File: src/rtl/adder_32_pkg.sv
// Shared width constants and the group-level carry lookahead helper for adder_32.
package adder_32_pkg;

   localparam int unsigned DATA_W  = 32;
   localparam int unsigned GROUP_W = 4;
   localparam int unsigned GROUPS  = DATA_W / GROUP_W;

   // Carry into group k (k = 0..GROUPS), expanded as a flat sum of products
   // over group generate/propagate terms rather than a chain.
   function automatic logic group_carry(
      input logic [GROUPS-1:0] g,
      input logic [GROUPS-1:0] p,
      input logic              c_in,
      input int unsigned       k
   );
      logic acc;
      logic prop;
      acc  = 1'b0;
      for (int unsigned j = 0; j < k; j++) begin
         prop = 1'b1;
         for (int unsigned m = j + 1; m < k; m++) begin
            prop = prop & p[m];
         end
         acc = acc | (g[j] & prop);
      end
      prop = 1'b1;
      for (int unsigned m = 0; m < k; m++) begin
         prop = prop & p[m];
      end
      return acc | (prop & c_in);
   endfunction

endpackage

File: src/rtl/adder_32_cla_4.sv
// 4-bit carry-lookahead slice producing sum bits and group generate/propagate.
module cla_4
   import adder_32_pkg::*;
(
   input  logic [GROUP_W-1:0] x,
   input  logic [GROUP_W-1:0] y,
   input  logic               c_in,
   output logic [GROUP_W-1:0] sum,
   output logic               g,
   output logic               p
);

   logic [GROUP_W-1:0] bit_g;
   logic [GROUP_W-1:0] bit_p;
   logic [GROUP_W-1:0] carry;

   assign bit_g = x & y;
   assign bit_p = x ^ y;

   // In-group lookahead carries; bit 0 takes the group carry-in directly.
   always_comb begin
      carry[0] = c_in;
      carry[1] = bit_g[0] | (bit_p[0] & c_in);
      carry[2] = bit_g[1] | (bit_p[1] & bit_g[0]) | (bit_p[1] & bit_p[0] & c_in);
      carry[3] = bit_g[2] | (bit_p[2] & bit_g[1]) | (bit_p[2] & bit_p[1] & bit_g[0])
               | (bit_p[2] & bit_p[1] & bit_p[0] & c_in);
   end

   assign sum = bit_p ^ carry;
   assign g   = bit_g[3] | (bit_p[3] & bit_g[2]) | (bit_p[3] & bit_p[2] & bit_g[1])
              | (bit_p[3] & bit_p[2] & bit_p[1] & bit_g[0]);
   assign p   = &bit_p;

endmodule

File: src/rtl/adder_32.sv
// 32-bit two-level carry-lookahead adder with combinational and registered results.
module adder_32
   import adder_32_pkg::*;
(
   input  logic              clk,
   input  logic              in_reset,
   input  logic [DATA_W-1:0] in_x,
   input  logic [DATA_W-1:0] in_y,
   input  logic              in_carry,
   output logic [DATA_W-1:0] out_sum,
   output logic              out_carry,
   output logic              out_overflow,
   output logic [DATA_W-1:0] out_sum_r,
   output logic              out_carry_r,
   output logic              out_overflow_r
);

   logic [GROUPS-1:0] grp_g;
   logic [GROUPS-1:0] grp_p;
   logic [GROUPS:0]   grp_c;

   // Second-level lookahead: every group carry is a direct function of G, P and carry-in.
   for (genvar k = 0; k <= GROUPS; k++) begin : g_carry
      assign grp_c[k] = group_carry(grp_g, grp_p, in_carry, k);
   end

   for (genvar i = 0; i < GROUPS; i++) begin : g_grp
      cla_4 u_cla (
         .x    (in_x[i*GROUP_W +: GROUP_W]),
         .y    (in_y[i*GROUP_W +: GROUP_W]),
         .c_in (grp_c[i]),
         .sum  (out_sum[i*GROUP_W +: GROUP_W]),
         .g    (grp_g[i]),
         .p    (grp_p[i])
      );
   end

   // Carry into bit 31 is recovered from its sum bit: sum31 = p31 ^ c31.
   assign out_carry    = grp_c[GROUPS];
   assign out_overflow = (in_x[DATA_W-1] ^ in_y[DATA_W-1] ^ out_sum[DATA_W-1]) ^ out_carry;

   // Registered copy of result and flags; reset takes priority over new data.
   always_ff @(posedge clk) begin
      if (in_reset) begin
         out_sum_r      <= '0;
         out_carry_r    <= 1'b0;
         out_overflow_r <= 1'b0;
      end else begin
         out_sum_r      <= out_sum;
         out_carry_r    <= out_carry;
         out_overflow_r <= out_overflow;
      end
   end

endmodule

File: config.mk
export PLATFORM = sky130hd
export DESIGN_NAME = adder_32
export DESIGN_NICKNAME = d
export VERILOG_FILES = /design/src/rtl/adder_32_pkg.sv /design/src/rtl/adder_32_cla_4.sv /design/src/rtl/adder_32.sv
export SDC_FILE = /design/constraint.sdc
export NUM_CORES = 1
export LEC_CHECK = 0
export CELL_PAD_IN_SITES_DETAIL_PLACEMENT = 1
export CELL_PAD_IN_SITES_GLOBAL_PLACEMENT = 2
export CORE_ASPECT_RATIO = 2
export CORE_MARGIN = 5
export CORE_UTILIZATION = 22
export CTS_BUF_LIST = sky130_fd_sc_hd__clkbuf_4
export CTS_CLUSTER_DIAMETER = 40
export DETAILED_ROUTE_END_ITERATION = 8
export GPL_ROUTABILITY_DRIVEN = 0
export PLACE_DENSITY_LB_ADDON = 0.1
export SKIP_LAST_GASP = 1
export SYNTH_ARGS = -nofsm -noshare
export SYNTH_HDL_FRONTEND = slang
export SYNTH_SLANG_ARGS = --single-unit
File: constraint.sdc
create_clock -name clk -period 6.3 [get_ports clk]
set_clock_uncertainty 0.15 [all_clocks]
set_input_delay 1.89 -clock clk [delete_from_list [all_inputs] [get_ports clk]]
set_output_delay 1.89 -clock clk [all_outputs]
set_load 0.01 [all_outputs]
-- Yosys cells after proc, flatten, opt, wreduce, memory -nomap -nowiden
Cells that the tools add are included.
W data, S select, Z words.
- input bits: 67
- bits in latches: 0
- ROM bits: 0
- flip-flop bits (word level): 34
- memories: 0
- output and inout bits: 68
- memory bits (writable): 0
- $lt $le $gt $ge: 0
- $mul: 0
- multiplexer cells: 0
- add/subtract/negate cells: 0
- shift operators: 0
- equality and inequality tests: 0
- reductions and logical operators: 8
- div/mod/pow operators: 0
- bitwise logic cells: 311
- operators with widths (kind ; count):
    $and A1 B1 Y1 ; 176
    $or A1 B1 Y1 ; 108
    $xor A4 B4 Y4 ; 16
    $and A4 B4 Y4 ; 8
    $reduce_and A4 Y1 ; 8
    $xor A1 B1 Y1 ; 3

-- Longest topological paths before layout
- depth after elaboration: 20
- gate-level depth with buffers: 11
- gate-level depth less buffers: 11

-- Cells and area by module
From an unflattened synthesis, not the netlist that was laid out.
- cell total of the unflattened synthesis: 265
- area, all modules: 2451.1 um^2
- modules (own cells, without submodules) (module ; area each (um^2) ; instances ; seq. area each (um^2) ; cells each):
    cla_4 ; 170.2 ; 8 ; 0.0 ; 21
    adder_32 ; 1089.8 ; 1 ; 680.7 ; 97

-- Worst setup path after synthesis
OpenSTA, ideal clock, no wires.
- path type: input to output
- from: input port in_x[13]
- to: output port out_sum[29]
- data arrival time: 3.940 ns
- stages on the path: 10
- path buffers: 0
- path slack: 0.320 ns
- cells stage by stage: ha_1 -> a21oi_2 -> o21ai_2 -> a221o_1 -> a211oi_2 -> nand2_1 -> nand2_1 -> o21ai_0 -> fa_1 -> xor2_1
- cells in the longest elaborated chain, start to end: 17
- elaborated cells on any way between the ends: 38
- those cells by class: 37 x bitwise; 1 x reduce/logical
- RTL lines (item ; line ; source):
    from (decl) ; adder_32.sv:7 ; input logic [DATA_W-1:0] in_x,
    $xor A4 B4 Y4 ; adder_32_cla_4.sv:18 ; assign bit_p = x ^ y;
    $reduce_and A4 Y1 ; adder_32_cla_4.sv:32 ; assign p = &bit_p;
    $and A1 B1 Y1 (4 in a row) ; adder_32_pkg.sv:22 ; prop = prop & p[m];
    $and A1 B1 Y1 ; adder_32_pkg.sv:24 ; acc = acc | (g[j] & prop);
    $or A1 B1 Y1 (6 in a row) ; adder_32_pkg.sv:24 ;
    $or A1 B1 Y1 (*) ; adder_32_pkg.sv:30 ; return acc | (prop & c_in);
    $and A1 B1 Y1 (*) ; adder_32_cla_4.sv:23 ; carry[1] = bit_g[0] | (bit_p[0] & c_in);
    $or A1 B1 Y1 (*) ; adder_32_cla_4.sv:23 ;
    $xor A4 B4 Y4 (*) ; adder_32_cla_4.sv:29 ; assign sum = bit_p ^ carry;
    to (decl) ; adder_32.sv:10 ; output logic [DATA_W-1:0] out_sum,
Every way passes the cells marked *; elsewhere a longest branch is shown, timed or not.

-- Final worst setup path
- from: input port in_x[6]
- to: output port out_overflow
- cells in the longest elaborated chain, start to end: 20
- elaborated cells on any way between the ends: 50
- those cells by class: 49 x bitwise; 1 x reduce/logical
- RTL lines (item ; line ; source):
    $xor A4 B4 Y4 ; adder_32_cla_4.sv:18 ;
    $reduce_and A4 Y1 ; adder_32_cla_4.sv:32 ;
    $and A1 B1 Y1 (5 in a row) ; adder_32_pkg.sv:22 ;
    $and A1 B1 Y1 ; adder_32_pkg.sv:24 ;
    $or A1 B1 Y1 (6 in a row) ; adder_32_pkg.sv:24 ;
    $or A1 B1 Y1 ; adder_32_pkg.sv:30 ;
    $and A1 B1 Y1 ; adder_32_cla_4.sv:26 ; | (bit_p[2] & bit_p[1] & bit_p[0] & c_in);
    $or A1 B1 Y1 ; adder_32_cla_4.sv:26 ;
    $xor A4 B4 Y4 ; adder_32_cla_4.sv:29 ;
    $xor A1 B1 Y1 ; adder_32.sv:40 ; assign out_overflow = (in_x[DATA_W-1] ^ in_y[DATA_W-1] ^ out_sum[DATA_W-1]) ^ out_carry;
    $xor A1 B1 Y1 (*) ; adder_32.sv:40 ;
    to (decl) ; adder_32.sv:12 ; output logic out_overflow,
Marks and branches as above.

==> out/summary.txt <==
Synth warnings - 0
Multiplexer share of the synthesized area - 0.0399
Die extent in x - 86.0 µm
Clk buf depth - 2
Metal3 WL - 561 µm
Grt ovf - 0
Detailed Routing Iterations Pass 1 - 6
WL met2 - 6570 µm
Pint - 0.580 mW
Post-Syn Instances - 272
GRT Util Overall - 0.150
Max-slew violations - 0
Main combinational cell family by area after synthesis - adder cells
H-tree depth - 2
Peak Freq - 161 MHz
Hold Path Class - input pin to register
# placed instances - 613
Die Y - 162 µm
Clk slew on worst S/H paths - 0.12 ns
IO Port Bufs - 134
#FFs+latches synth - 34
# clock sinks - 34
Yosys cell types - 50
Sw frac - 0.354
Final setup viols - 0
Compound-Gate Fraction of Synth Area - 0.196
Die area - 13,900 µm²
Area share of fa/ha/maj cells after synthesis - 0.221
Initial core utilization - 0.224
Number of antenna violations at the first check in global routing - 1
Min Tclk post-route - 6.21 ns
WL met1 - 2940 µm
CP Capture Type - output pin
RSZ-0062 raised after global routing - yes
Drt wl/cell - 16.2 µm
Worst Hold Endpoint - out_sum_r[0]
Fin util - 0.440
TritonCTS clock tree - done
Vias in the first global route - 3,331
Period utilization - 0.986
Sequential share of the synthesized area - 0.268
Maxcap violations - 0
Post-synth EDFFs - 0
Worst slew pin tran - 0.563 ns
Top FF cell, synth - dfxtp_1
Vias - 2,868
VDD IR-drop max - 0.0696 mV
P_sw - 0.319 mW
DR vias/cell - 4.53
Drc violations - 0
Reg power frac - 0.281
Status - finished clean
CTS Buf Count - 5
Final WL - 10,300 µm
Clock Power Share - 0.146
Post-Syn Area - 2540 µm²
Crit Path Max Fanout - 5
Post-DP HPWL - 8490 µm
Syn_area_per_cell - 9.34 µm²
CP arrival - 4.17 ns
Core area - 11,400 µm²
PwrDens - 180 nW/µm²
First DRT Iteration DRCs - 45
Setup crit start - in_x[6]
First-pass GRT wire length - 16,200 µm
Post-synth net total - 379
Simple-Gate Fraction of Synth Area - 0.181
Uppermost layer routed - met4
Post-synthesis xor/xnor area fraction - 0.0724
Leakage Power - 2.29 nW
Ys async rst share - 0
Final hold vios - 0
Worst hold start - in_y[0]
Combinational share of power - 0.573
CP Data Required Time - 4.26 ns
CTS Hold Buffers Added - 0
Largest net degree at the start of global routing - 26
Crit path launch type - input pin
DRT antenna net count - 0
Root Buffer - clkbuf_4
Num ports - 135
Syn-to-layout area delta - 96.7%
Layout net count - 596
Critical path class - input pin to output pin
Row Count - 55
Max_slew headroom - 0.624
Hold path cells - 4
Layout cells sized above 1 - 0.363
Non-Filler Instances - 633
## power groups by stage
stage / clock network (mW) / logic (mW) / registers, mW
6_report: 0.131 / 0.516 / 0.252
5_1_grt: 0.149 / 0.561 / 0.255
4_1_cts: 0.143 / 0.514 / 0.253
3_5_place_dp: 0 / 0.505 / 0.258
3_3_place_gp: 0 / 0.498 / 0.257
2_1_floorplan: 0 / 0.194 / 0.272
## worst max-delay path, stage by stage
cell	delay [ns]
clkdlybuf4s50_1	0.51
ha_4	0.22
nand2_1	0.05
o21ai_0	0.07
buf_4	0.17
o211ai_1	0.25
buf_4	0.17
nand3_2	0.07
o31a_4	0.32
mux2_4	0.32
buf_6	0.12
## cell type report
class / count / area, µm²
antenna: 1 / 2.50
clock buffer: 6 / 45.0
clock inverter: 2 / 8.76
fill: 1340 / 6360
inverter: 12 / 45.0
multi-input combinational: 223 / 2190
sequential: 34 / 681
tap: 142 / 178
timing repair buffer: 213 / 1850
## stage by stage
step	area (µm²)	power [mW]	setup TNS [ns]	hold slack, ns	setup WS (ns)
after floorplan	2540	0.466	0	1.97	0.320
after global placement	4560	0.755	-12.08	2.48	-0.618
after detailed placement	4560	0.764	-12.98	2.48	-0.675
after CTS	4910	0.911	0	1.95	0.00156
after global routing	5000	0.965	-0.0959	1.81	-0.0283
final	5000	0.899	0	1.82	0.0891
## state kept, by name, summed over array words and instances, names as in the netlist
register        count
out_overflow_r      1
out_carry_r         1
out_sum_r          32
## metal layers
| metal | global-route usage | vias up |
|---|---|---|
| li1 | - | 1397 |
| met1 | 0.120 | 1386 |
| met2 | 0.332 | 75 |
| met3 | 0.0249 | 10 |
| met4 | 0.0490 | 0 |
| met5 | 0 | - |
## layout by cell type (no fill, tap or decap), types with 4 or more instances in the layout
cell type / n
dfxtp_1: 34
xnor2_1: 10
o21ai_0: 4
a21o_1: 8
dlygate4sd2_1: 26
nand2_1: 8
buf_2: 7
nand4_1: 5
inv_1: 12
nor2_1: 19
a21oi_2: 6
xor2_1: 9
buf_4: 74
nor3_1: 5
buf_6: 7
and2_1: 15
dlymetal6s2s_1: 9
o21ai_1: 4
fa_1: 6
nor2b_1: 15
mux2_2: 5
ha_1: 13
clkdlybuf4s50_1: 64
clkdlybuf4s15_1: 12
clkbuf_2: 13
a21oi_1: 10
ha_4: 17
clkbuf_4: 6
a21oi_4: 4
## cells by family (layout without fill, tap and decap cells)
kind of cell             count (synthesis)  in the layout
XOR/XNOR                                21             21
buffers and inverters                   15            233
AO/OA/AOI/OAI                           68             68
flip-flops                              34             34
multiplexers                             8              8
AND/OR/NAND/NOR                         86             86
other                                    0              1
adder cells (fa/ha/maj)                 40             40
## synthesized netlist by cell type, drive strengths merged, types with 2 or more instances
cell	instances	share of area
dfxtp	34	0.27
ha	32	0.16
a21oi	20	0.047
nor2	19	0.028
and2	16	0.040
nor2b	15	0.037
inv	12	0.018
nand2	12	0.018
a21o	11	0.034
o21ai	11	0.023
xor2	11	0.038
xnor2	10	0.034
fa	8	0.063
mux2	8	0.040
nor3	6	0.012
a31oi	5	0.017
nand4	5	0.012
clkbuf	3	0.0044
nand2b	3	0.0074
nand3	3	0.0079
o21a	3	0.0089
o31a	3	0.014
or2	3	0.0074
a211o	2	0.0074
a211oi	2	0.0079
o211a	2	0.0079
o31ai	2	0.0059
## how the worst max path moves through the flow
stage	to	slack (ns)	cells after the start
2_1_floorplan	out_sum[29]	0.32	10
3_3_place_gp	out_sum[29]	-0.62	12
3_5_place_dp	out_sum[29]	-0.67	12
4_1_cts	out_sum[14]	0.002	9
5_1_grt	out_sum[31]	-0.03	12
6_report	out_overflow	0.09	11
## repair_timing
action                     in CTS  in global routing
pin swaps                      44                 42
gates resized for setup       144                 61
buffers inserted                8                  4
cloned                          0                  0
setup endpoints to repair      30                 26
Power figures use the tool's default switching activity.
